[config.mk]
export PLATFORM = sky130hd
export DESIGN_NAME = add_sub_reservation_station_flat
export DESIGN_NICKNAME = d
export VERILOG_FILES = /design/src/rtl/add_sub_reservation_station_pkg.sv /design/src/rtl/add_sub_reservation_station_if.sv /design/src/rtl/add_sub_reservation_station.sv /design/src/flat_wrapper.sv
export SDC_FILE = /design/constraint.sdc
export NUM_CORES = 1
export LEC_CHECK = 0
export CAP_MARGIN = 0
export CORE_MARGIN = 10
export CORE_UTILIZATION = 60
export DETAILED_ROUTE_END_ITERATION = 16
export PLACE_DENSITY = 0.83
export SYNTH_ARGS = -nofsm -noshare
export SYNTH_HDL_FRONTEND = slang
export SYNTH_SLANG_ARGS = --single-unit
[constraint.sdc]
create_clock -name clk -period 5.15 [get_ports clk]
set_input_delay 0.7725 -clock clk [delete_from_list [all_inputs] [get_ports clk]]
set_output_delay 0.7725 -clock clk [all_outputs]
set_load 0.01 [all_outputs]
[src/rtl/add_sub_reservation_station_pkg.sv]
// Shared payload types for the add/sub reservation station and its execution unit.
//   add_sub_decode_t  : decoded add/sub operation carried alongside the operands
//   cond_exception_t  : condition/exception flags a producer broadcasts on the CDB
package add_sub_reservation_station_pkg;

    typedef struct packed {
        logic subtract;
        logic use_carry;
        logic complement_op1;
        logic set_cr0;
        logic set_ca;
    } add_sub_decode_t;

    typedef struct packed {
        logic lt;
        logic gt;
        logic eq;
        logic so;
        logic ov;
        logic CA;
    } cond_exception_t;

endpackage

[src/rtl/add_sub_reservation_station_if.sv]
// Bundles the dispatch, CDB snoop and issue signals of the add/sub reservation station.
//   slave  : the reservation station's view (takes dispatch and CDB, drives issue)
//   master : the surrounding pipeline's view (drives dispatch and CDB, takes issue)
interface add_sub_reservation_station_if #(
    parameter int unsigned RS_ID_WIDTH = 5
);
    // Dispatch
    logic                                            in_valid;
    logic                                            in_ready;
    add_sub_reservation_station_pkg::add_sub_decode_t in_control;
    logic [4:0]                                      in_result_reg_addr;
    logic [31:0]                                     in_op1;
    logic                                            in_op1_valid;
    logic [RS_ID_WIDTH-1:0]                          in_op1_tag;
    logic [31:0]                                     in_op2;
    logic                                            in_op2_valid;
    logic [RS_ID_WIDTH-1:0]                          in_op2_tag;
    logic                                            in_ca;
    logic                                            in_ca_valid;
    logic [RS_ID_WIDTH-1:0]                          in_ca_tag;
    // Common data bus
    logic                                            cdb_valid;
    logic [RS_ID_WIDTH-1:0]                          cdb_rs_id;
    logic [31:0]                                     cdb_result;
    add_sub_reservation_station_pkg::cond_exception_t cdb_cr0_xer;
    // Issue to the add/sub unit
    logic                                            out_valid;
    logic                                            out_ready;
    logic [RS_ID_WIDTH-1:0]                          rs_id_out;
    logic [4:0]                                      result_reg_addr_out;
    logic [31:0]                                     op1;
    logic [31:0]                                     op2;
    logic                                            carry_in;
    add_sub_reservation_station_pkg::add_sub_decode_t control;

    modport slave (
        input  in_valid, in_control, in_result_reg_addr,
               in_op1, in_op1_valid, in_op1_tag,
               in_op2, in_op2_valid, in_op2_tag,
               in_ca, in_ca_valid, in_ca_tag,
               cdb_valid, cdb_rs_id, cdb_result, cdb_cr0_xer,
               out_ready,
        output in_ready, out_valid, rs_id_out, result_reg_addr_out,
               op1, op2, carry_in, control
    );

    modport master (
        output in_valid, in_control, in_result_reg_addr,
               in_op1, in_op1_valid, in_op1_tag,
               in_op2, in_op2_valid, in_op2_tag,
               in_ca, in_ca_valid, in_ca_tag,
               cdb_valid, cdb_rs_id, cdb_result, cdb_cr0_xer,
               out_ready,
        input  in_ready, out_valid, rs_id_out, result_reg_addr_out,
               op1, op2, carry_in, control
    );

endinterface

[src/rtl/add_sub_reservation_station.sv]
// Reservation station in front of the add/sub unit: buffers dispatched ops, snoops the
// CDB for missing operands, issues ready ops through a single output register, and
// frees an entry only when its own tag (RS_OFFSET + index) is broadcast on the CDB.
//   clk, rst : clock, synchronous active-low reset
//   bus      : dispatch (in_*), CDB snoop (cdb_*), issue (out_*, op1/op2, carry_in, ...)
module add_sub_reservation_station #(
    parameter int unsigned RS_ID_WIDTH = 5,
    parameter int unsigned RS_DEPTH    = 4,
    parameter int unsigned RS_OFFSET   = 0
) (
    input  logic                          clk,
    input  logic                          rst,
    add_sub_reservation_station_if.slave  bus
);
    import add_sub_reservation_station_pkg::*;

    localparam int unsigned IDX_W = (RS_DEPTH > 1) ? $clog2(RS_DEPTH) : 1;

    typedef struct packed {
        logic                   busy;
        logic                   issued;
        add_sub_decode_t        ctrl;
        logic [4:0]             dest;
        logic [31:0]            op1;
        logic                   op1_vld;
        logic [RS_ID_WIDTH-1:0] op1_tag;
        logic [31:0]            op2;
        logic                   op2_vld;
        logic [RS_ID_WIDTH-1:0] op2_tag;
        logic                   ca;
        logic                   ca_vld;
        logic [RS_ID_WIDTH-1:0] ca_tag;
    } entry_t;

    typedef struct packed {
        logic                   valid;
        logic [RS_ID_WIDTH-1:0] rs_id;
        logic [4:0]             dest;
        logic [31:0]            op1;
        logic [31:0]            op2;
        logic                   carry;
        add_sub_decode_t        ctrl;
    } issue_t;

    entry_t                 ent_q [RS_DEPTH];
    entry_t                 ent_d [RS_DEPTH];
    entry_t                 new_ent;
    issue_t                 out_q;
    issue_t                 out_d;
    logic                   free_found;
    logic [IDX_W-1:0]       free_idx;
    logic                   iss_found;
    logic [IDX_W-1:0]       iss_idx;
    logic                   load;
    logic                   unused_cr0;

    // A waiting operand wakes when a valid CDB broadcast carries its tag.
    function automatic logic wake(input logic vld, input logic [RS_ID_WIDTH-1:0] tag,
                                  input logic cdb_v, input logic [RS_ID_WIDTH-1:0] cdb_id);
        return !vld && cdb_v && (tag == cdb_id);
    endfunction

    // Only the CA flag is consumed from the producer's flags.
    assign unused_cr0 = ^bus.cdb_cr0_xer;

    // Lowest free entry and lowest issuable entry, both from registered state only.
    always_comb begin
        free_found = 1'b0;
        free_idx   = '0;
        iss_found  = 1'b0;
        iss_idx    = '0;
        for (int i = 0; i < RS_DEPTH; i++) begin
            if (!ent_q[i].busy && !free_found) begin
                free_found = 1'b1;
                free_idx   = IDX_W'(i);
            end
            if (ent_q[i].busy && !ent_q[i].issued && ent_q[i].op1_vld &&
                ent_q[i].op2_vld && ent_q[i].ca_vld && !iss_found) begin
                iss_found = 1'b1;
                iss_idx   = IDX_W'(i);
            end
        end
    end

    // Incoming entry, with same-cycle CDB capture for operands dispatched as waiting.
    always_comb begin
        logic w1, w2, wc;
        w1 = wake(bus.in_op1_valid, bus.in_op1_tag, bus.cdb_valid, bus.cdb_rs_id);
        w2 = wake(bus.in_op2_valid, bus.in_op2_tag, bus.cdb_valid, bus.cdb_rs_id);
        wc = wake(bus.in_ca_valid,  bus.in_ca_tag,  bus.cdb_valid, bus.cdb_rs_id);
        new_ent         = '0;
        new_ent.busy    = 1'b1;
        new_ent.ctrl    = bus.in_control;
        new_ent.dest    = bus.in_result_reg_addr;
        new_ent.op1     = w1 ? bus.cdb_result : bus.in_op1;
        new_ent.op1_vld = bus.in_op1_valid || w1;
        new_ent.op1_tag = bus.in_op1_tag;
        new_ent.op2     = w2 ? bus.cdb_result : bus.in_op2;
        new_ent.op2_vld = bus.in_op2_valid || w2;
        new_ent.op2_tag = bus.in_op2_tag;
        new_ent.ca      = wc ? bus.cdb_cr0_xer.CA : bus.in_ca;
        new_ent.ca_vld  = bus.in_ca_valid || wc;
        new_ent.ca_tag  = bus.in_ca_tag;
    end

    // Per-entry wakeup, free, issue marking and dispatch; output register load.
    always_comb begin
        ent_d = ent_q;
        out_d = out_q;
        load  = !out_q.valid || bus.out_ready;
        if (load) begin
            out_d.valid = iss_found;
        end
        for (int i = 0; i < RS_DEPTH; i++) begin
            if (ent_q[i].busy) begin
                if (wake(ent_q[i].op1_vld, ent_q[i].op1_tag, bus.cdb_valid, bus.cdb_rs_id)) begin
                    ent_d[i].op1     = bus.cdb_result;
                    ent_d[i].op1_vld = 1'b1;
                end
                if (wake(ent_q[i].op2_vld, ent_q[i].op2_tag, bus.cdb_valid, bus.cdb_rs_id)) begin
                    ent_d[i].op2     = bus.cdb_result;
                    ent_d[i].op2_vld = 1'b1;
                end
                if (wake(ent_q[i].ca_vld, ent_q[i].ca_tag, bus.cdb_valid, bus.cdb_rs_id)) begin
                    ent_d[i].ca     = bus.cdb_cr0_xer.CA;
                    ent_d[i].ca_vld = 1'b1;
                end
            end
            // The entry's own result on the CDB retires it; its tag becomes reusable.
            if (bus.cdb_valid && (bus.cdb_rs_id == RS_ID_WIDTH'(RS_OFFSET + i)) &&
                ent_q[i].busy && ent_q[i].issued) begin
                ent_d[i].busy   = 1'b0;
                ent_d[i].issued = 1'b0;
            end
            if (load && iss_found && (iss_idx == IDX_W'(i))) begin
                ent_d[i].issued = 1'b1;
                out_d.rs_id     = RS_ID_WIDTH'(RS_OFFSET + i);
                out_d.dest      = ent_q[i].dest;
                out_d.op1       = ent_q[i].op1;
                out_d.op2       = ent_q[i].op2;
                out_d.carry     = ent_q[i].ca;
                out_d.ctrl      = ent_q[i].ctrl;
            end
            if (bus.in_valid && free_found && (free_idx == IDX_W'(i))) begin
                ent_d[i] = new_ent;
            end
        end
    end

    // State and output registers.
    always_ff @(posedge clk) begin
        if (!rst) begin
            for (int i = 0; i < RS_DEPTH; i++) begin
                ent_q[i] <= '0;
            end
            out_q <= '0;
        end else begin
            for (int i = 0; i < RS_DEPTH; i++) begin
                ent_q[i] <= ent_d[i];
            end
            out_q <= out_d;
        end
    end

    assign bus.in_ready            = free_found;
    assign bus.out_valid           = out_q.valid;
    assign bus.rs_id_out           = out_q.rs_id;
    assign bus.result_reg_addr_out = out_q.dest;
    assign bus.op1                 = out_q.op1;
    assign bus.op2                 = out_q.op2;
    assign bus.carry_in            = out_q.carry;
    assign bus.control             = out_q.ctrl;

endmodule
[src/flat_wrapper.sv]
// flat-port wrapper written by rule: the top's interface ports become plain ports
module add_sub_reservation_station_flat import add_sub_reservation_station_pkg::*;
#(
    parameter int unsigned RS_ID_WIDTH = 5,
    parameter int unsigned RS_DEPTH    = 4,
    parameter int unsigned RS_OFFSET   = 0
)
  (clk, rst, bus_in_valid, bus_in_control, bus_in_result_reg_addr, bus_in_op1, bus_in_op1_valid, bus_in_op1_tag, bus_in_op2, bus_in_op2_valid, bus_in_op2_tag, bus_in_ca, bus_in_ca_valid, bus_in_ca_tag, bus_cdb_valid, bus_cdb_rs_id, bus_cdb_result, bus_cdb_cr0_xer, bus_out_ready, bus_in_ready, bus_out_valid, bus_rs_id_out, bus_result_reg_addr_out, bus_op1, bus_op2, bus_carry_in, bus_control);
  add_sub_reservation_station_if #(.RS_ID_WIDTH(RS_ID_WIDTH)) bus_i ();
  input  logic clk;
  input  logic rst;
  input wire logic [$bits(bus_i.in_valid)-1:0] bus_in_valid;
  input wire logic [$bits(bus_i.in_control)-1:0] bus_in_control;
  input wire logic [$bits(bus_i.in_result_reg_addr)-1:0] bus_in_result_reg_addr;
  input wire logic [$bits(bus_i.in_op1)-1:0] bus_in_op1;
  input wire logic [$bits(bus_i.in_op1_valid)-1:0] bus_in_op1_valid;
  input wire logic [$bits(bus_i.in_op1_tag)-1:0] bus_in_op1_tag;
  input wire logic [$bits(bus_i.in_op2)-1:0] bus_in_op2;
  input wire logic [$bits(bus_i.in_op2_valid)-1:0] bus_in_op2_valid;
  input wire logic [$bits(bus_i.in_op2_tag)-1:0] bus_in_op2_tag;
  input wire logic [$bits(bus_i.in_ca)-1:0] bus_in_ca;
  input wire logic [$bits(bus_i.in_ca_valid)-1:0] bus_in_ca_valid;
  input wire logic [$bits(bus_i.in_ca_tag)-1:0] bus_in_ca_tag;
  input wire logic [$bits(bus_i.cdb_valid)-1:0] bus_cdb_valid;
  input wire logic [$bits(bus_i.cdb_rs_id)-1:0] bus_cdb_rs_id;
  input wire logic [$bits(bus_i.cdb_result)-1:0] bus_cdb_result;
  input wire logic [$bits(bus_i.cdb_cr0_xer)-1:0] bus_cdb_cr0_xer;
  input wire logic [$bits(bus_i.out_ready)-1:0] bus_out_ready;
  output wire logic [$bits(bus_i.in_ready)-1:0] bus_in_ready;
  output wire logic [$bits(bus_i.out_valid)-1:0] bus_out_valid;
  output wire logic [$bits(bus_i.rs_id_out)-1:0] bus_rs_id_out;
  output wire logic [$bits(bus_i.result_reg_addr_out)-1:0] bus_result_reg_addr_out;
  output wire logic [$bits(bus_i.op1)-1:0] bus_op1;
  output wire logic [$bits(bus_i.op2)-1:0] bus_op2;
  output wire logic [$bits(bus_i.carry_in)-1:0] bus_carry_in;
  output wire logic [$bits(bus_i.control)-1:0] bus_control;
  assign bus_i.in_valid = bus_in_valid;
  assign bus_i.in_control = bus_in_control;
  assign bus_i.in_result_reg_addr = bus_in_result_reg_addr;
  assign bus_i.in_op1 = bus_in_op1;
  assign bus_i.in_op1_valid = bus_in_op1_valid;
  assign bus_i.in_op1_tag = bus_in_op1_tag;
  assign bus_i.in_op2 = bus_in_op2;
  assign bus_i.in_op2_valid = bus_in_op2_valid;
  assign bus_i.in_op2_tag = bus_in_op2_tag;
  assign bus_i.in_ca = bus_in_ca;
  assign bus_i.in_ca_valid = bus_in_ca_valid;
  assign bus_i.in_ca_tag = bus_in_ca_tag;
  assign bus_i.cdb_valid = bus_cdb_valid;
  assign bus_i.cdb_rs_id = bus_cdb_rs_id;
  assign bus_i.cdb_result = bus_cdb_result;
  assign bus_i.cdb_cr0_xer = bus_cdb_cr0_xer;
  assign bus_i.out_ready = bus_out_ready;
  assign bus_in_ready = bus_i.in_ready;
  assign bus_out_valid = bus_i.out_valid;
  assign bus_rs_id_out = bus_i.rs_id_out;
  assign bus_result_reg_addr_out = bus_i.result_reg_addr_out;
  assign bus_op1 = bus_i.op1;
  assign bus_op2 = bus_i.op2;
  assign bus_carry_in = bus_i.carry_in;
  assign bus_control = bus_i.control;
  add_sub_reservation_station #(.RS_ID_WIDTH(RS_ID_WIDTH), .RS_DEPTH(RS_DEPTH), .RS_OFFSET(RS_OFFSET)) u_core (.clk(clk), .rst(rst), .bus(bus_i));
endmodule
; Word-level counts from Yosys, hierarchy flattened
; Index checks and enable logic that the tools add are counted.
[classes]
reduce_logical = 150
n_eq_ne = 24
bitwise = 1
mux = 57
[ops]
columns = cell, n
row1 = 2-to-1 mux 33 bit, 16
row2 = 2-to-1 mux 95 bit, 4
row3 = 2-to-1 mux 77 bit, 4
row4 = equality test 5 bit, 15
row5 = logical AND 1 bit, 74
row6 = 2-to-1 mux 32 bit, 2
row7 = nonzero test 2 bit, 24
row8 = 2-to-1 mux 2 bit, 16
row9 = logical NOT 1 bit, 28
row10 = AND reduction 2 bit, 12
row11 = 2-to-1 mux 1 bit, 15
row12 = "equality test 5 x 2 -> 1 bit, second input constant", 2
row13 = "equality test 2 bit, second input constant", 4
row14 = OR reduction 2 bit, 4
row15 = "equality test 5 x 1 -> 1 bit, second input constant", 1
row16 = logical NOT 5 bit, 1
row17 = "equality test 2 x 1 -> 1 bit, second input constant", 2
row18 = logical NOT 2 bit, 2
row19 = logical OR 1 bit, 4
row20 = nonzero test 4 bit, 1
row21 = NOT 1 bit, 1
[totals]
output_inout_bits = 82
elab_cells = 311
inputBits = 141
register_bits = 458

; Depth between registers and ports, before layout
[logic_depth]
word_depth = 21
ltp_mapped = 9
ltp_nobuf = 5

; Worst setup path after synthesis
; Ideal clock, no wire load.
[synth_path]
path_kind = input to register
startpoint = input bus_cdb_rs_id[1]
endpoint = register u_core.ent_q[109] (netlist bit)
t_arrival_ns = 2.223
setup_slack_ns = 2.808
path_stages = 7
cell_sequence = buf_4 > xnor2_1 > nand4_1 > nor2_1 > a21oi_1 > clkbuf_1 > o221a_2
[synth_between]
elab_chain_cells = 4
[synth_lines]
columns = element, line
row1 = "start, declared", flat_wrapper.sv:25  ; input wire logic [$bits(bus_i.cdb_rs_id)-1:0] bus_cdb_rs_id;
row2 = equality test 5 bit, add_sub_reservation_station.sv:60  ; return !vld && cdb_v && (tag == cdb_id);
row3 = logical AND 1 bit, add_sub_reservation_station.sv:60
row4 = 2-to-1 mux 32 bit / nonzero test 2 bit (equally long branches), -
row5 = 2-to-1 mux 95 bit / AND reduction 2 bit (equally long branches), -
row6 = "end signal, assigned by index", add_sub_reservation_station.sv:159  ; ent_q[i] <= ent_d[i];
row7 = "end, declared", add_sub_reservation_station.sv:45  ; entry_t ent_q [RS_DEPTH];
; Parallel ways exist; a longest one is shown, timed or not.
; A chain may end at the register's enable or synchronous reset.

; Final worst setup path
[layout_path]
startpoint = input bus_cdb_rs_id[3]
endpoint = register u_core.ent_q[316] (netlist bit)
; The elaborated chain is that of the path after synthesis.

==> results.md <==
* Hold Path Class: flip-flop to flip-flop
* Layout cells sized above 1 at 7.84%
* Syn_area_per_cell at 8.83 sq um
* Unrepaired setup endpoints after global routing: false
* Clock tree from TritonCTS: done
* Hold-fix buffers, CTS at 0
* Final Hold Viols at 0
* Mapped Area at 0.0241 sq mm
* Synthesized instance count at ~2,700
* Crit path cell chain: clkdlybuf4s50_1, buf_4, xnor2_1, nand4_1, nor4_4, buf_4, mux2i_1, a211oi_1
* Cell taking the most area after synthesis: dfxtp_1
* Vias per cell at 7.30
* Hold Slack at roughly 0.45 ns
* Port bufs at 214
* Initial Util at 60.6%
* Rel. slew slack at 22.3%
* Core Area at 0.0397 sq mm
* Vias at 23,842
* Root buffer cell: clkbuf_16
* Crit-path leading delay family: buffers and inverters
* Number of synthesized flops with an enable pin at 0
* Pin count of the biggest net entering global routing at 147
* Post-CTS setup buffer count at 0
* Synth top area share at 38.1%
* Wire per inst at 27.7 um
* Int Power at ~6 mW
* Sw frac at 26.1%
* Gp weighted congestion at 0.931
* Status: finished, final reports clean
* Setup Viol. Count Final at 0
* Top_reg_cell synth: dfxtp_1
* # rows at 73
* DIE AREA at 0.0485 sq mm
* Post-CTS sizing at 0
* Num ports at ~220
* Clock skew at 0.0213 ns
* Crit path required time at between 5 and 6 ns
* Post-route setup slack at 1.81 ns
* Slew @ Worst Pin at between 1 and 1.5 ns
* Pre-CTS setup slack at about 1.4 ns
* Max Buffers Root-to-Sink at 3
* Final period util at 64.8%
* Post-layout util at 68.7%
* Area grow syn2layout at 13.5%
* Peak supply drop at 227 uV
* Die height at about 220 um
* Setup CP Type: primary input to flip-flop
* Worst-Skew Late Latency at roughly 0.6 ns
* Async set-or-reset flop fraction in the synthesized netlist at 0%
* Setup_tns at 0 ns
* Combinational Power Share at 10.8%
* Nature of the critical path startpoint: primary input
* Total wire length at 90,400 um
* Number of global-route vias before repair at ~23,000
* Initial DRC Count at 3,398
* Gr usage total at 35.7%
* Clk slew on worst S/H paths at approximately 0.07 ns
* First drt pass iteration count at 7
* H-tree lvl count at 2
* Yosys warns at 0
* Slowest CP cell: clkdlybuf4s50_1
* Worst setup EP type: flip-flop
* Clock sinks at 458
* Nets@finish at 2,849
* Register bit count reported by yosys at 458
* Achievable Freq at 0.300 GHz
* Detailed-placement wirelength estimate at ~52,000 um
* Reg power frac at 47.0%
* P per Cell Area at 291 mW/mm^2
* CP peak stage delay at 0.95 ns
* Sw Pwr at about 2.1 mW
* Worst Path Buf+Inv at 3
* Synth cell types at 60
* Clk network pwr share at 42.2%
* DIE WIDTH at about 220 um
* Crit path top cell by count: buf_4
* Global-route wire length before repair at between 100,000 and 150,000 um
* Share of the yosys chip area belonging to registers at around two fifths
* Max Cap Violations at 0
* Pins Over Slew Limit at 0
* Worst EP arrival at 3.82 ns
* Remaining antenna violation count at 0
* CP max FO at 33
* Synth area leaders: dfxtp_1 38%, a211oi_1 8.5%, mux2i_1 8.2%
* Num CTS Buffers at 47
* Final min period at 3.34 ns
* # fillers at just over 3,000
* Grt total ovfl at 0
* Static leakage at ~8.5 nW
* Initial antenna violation count at 9
* Detailed-route DRC error count at 0
==> path summary, 6_finish.rpt <==
check                                        from                 end  slack, ns  cells past startpoint
worst max-delay path             bus_cdb_rs_id[3]   u_core.ent_q[316]       1.81                      8
worst min-delay path            u_core.ent_q[185]   u_core.ent_q[185]       0.45                      2
worst max register to register  u_core.ent_q[335]  u_core.bus.op2[10]       1.94                      7
worst min register to register  u_core.ent_q[185]   u_core.ent_q[185]       0.45                      2
==> metal layers <==
metal / GRT usage, % / routed length [um]
met1: 44.0 / 33200
met2: 53.5 / 39400
met3: 11.4 / 12200
met4: 22.2 / 5450
met5: 0 / 100
==> flip-flops by register name (all words and copies together), names as in the netlist <==
name / cells
u_core.ent_q: 380
u_core.bus.op1: 32
u_core.bus.op2: 32
u_core.bus.control: 5
u_core.bus.result_reg_addr_out: 5
u_core.bus.rs_id_out: 2
u_core.bus.carry_in: 1
u_core.bus.out_valid: 1
==> power by group through the flow <==
stage	Clock [mW]	Combinational [mW]	Sequential, mW
6_report	3.35	0.860	3.73
2_1_floorplan	0	0.516	3.78
3_3_place_gp	0	0.796	3.79
3_5_place_dp	0	0.817	3.80
4_1_cts	3.34	0.825	3.73
5_1_grt	3.49	0.906	3.74
==> tightest hold or removal path, stage by stage, from the launching register on <==
cell	delay (ns)
dfxtp_1	0.31
nand2_1	0.05
a21oi_1	0.05
==> synthesized netlist by cell type (8+ instances only) <==
library cell and number:
xnor2_1 57, o22ai_1 23, dfxtp_1 458, a21oi_2 15, o21a_1 64, nor3_1 185, xor2_1 17, nor2_1 14
buf_2 58, o31ai_1 14, clkbuf_1 227, buf_1 12, buf_4 15, nand2_1 229, o31a_1 73, a311oi_1 11
o311ai_0 23, nand4b_1 67, a211oi_1 272, o311ai_1 36, nand4_1 21, mux2i_1 196, and4_1 73, nor3b_1 22
inv_1 34, nand3_1 8, o221a_2 32, a21boi_0 22, buf_6 31, a21oi_1 244, o21ai_0 110
==> per-stage QoR <==
| step | power, mW | std cells | instance area (sq um) |
|---|---|---|---|
| after floorplan | 4.30 | 2727 | 24100 |
| after global placement | 4.59 | 3184 | 25800 |
| after detailed placement | 4.62 | 3184 | 25800 |
| after CTS | 7.89 | 3266 | 27300 |
| after global routing | 8.13 | 3267 | 27300 |
| final | 7.95 | 3268 | 27300 |
==> cells by family (layout without fill, tap and decap cells) <==
family,count (synthesis),in the layout,share of synthesized area [%]
AOI/OAI and AO/OA,961,961,27.9
and+or+nand+nor,656,656,15.7
DFF,458,458,38.1
buffers and inverters,378,392,7.40
muxes,196,196,8.15
xor gates and xnor gates,75,75,2.76
other,1,5,0.0156
==> cells in the final DEF, fill, tap and decap left out, types with 5 or more instances in the layout <==
| cell | synthesis | final |
|---|---|---|
| dfxtp_1 | 458 | 458 |
| a211oi_1 | 272 | 272 |
| a21oi_1 | 244 | 243 |
| nand2_1 | 229 | 229 |
| clkdlybuf4s50_1 | 0 | 213 |
| mux2i_1 | 196 | 196 |
| nor3_1 | 185 | 182 |
| o21ai_0 | 110 | 108 |
| o31a_1 | 73 | 73 |
| and4_1 | 73 | 72 |
| nand4b_1 | 67 | 67 |
| o21a_1 | 64 | 64 |
| buf_4 | 15 | 58 |
| xnor2_1 | 57 | 57 |
| clkbuf_16 | 0 | 47 |
| o311ai_1 | 36 | 36 |
| inv_1 | 34 | 34 |
| o221a_2 | 32 | 32 |
| o22ai_1 | 23 | 23 |
| o311ai_0 | 23 | 23 |
| nor3b_1 | 22 | 22 |
| a21boi_0 | 22 | 22 |
| nand4_1 | 21 | 21 |
| xor2_1 | 17 | 17 |
| a21oi_2 | 15 | 16 |
| o31ai_1 | 14 | 14 |
| clkbuf_1 | 227 | 13 |
| a311oi_1 | 11 | 11 |
| nor2_1 | 14 | 11 |
| clkbuf_8 | 0 | 10 |
| clkinv_2 | 0 | 9 |
| nor4_4 | 7 | 7 |
| nor4_1 | 7 | 7 |
| nand3_1 | 8 | 7 |
| a221oi_1 | 6 | 6 |
| o311ai_2 | 5 | 5 |
==> final cells by class <==
class	instances	area, sq um	area share, %
Antenna cell	2	5.00	0.0183
Clock buffer	70	1360	4.99
Clock inverter	12	108	0.394
Inverter	35	139	0.509
Multi-Input combinational cell	1891	13200	48.4
Sequential cell	458	9170	33.6
Tap cell	525	657	2.41
Timing Repair Buffer	275	2650	9.70
Power figures use the tool's default switching activity.
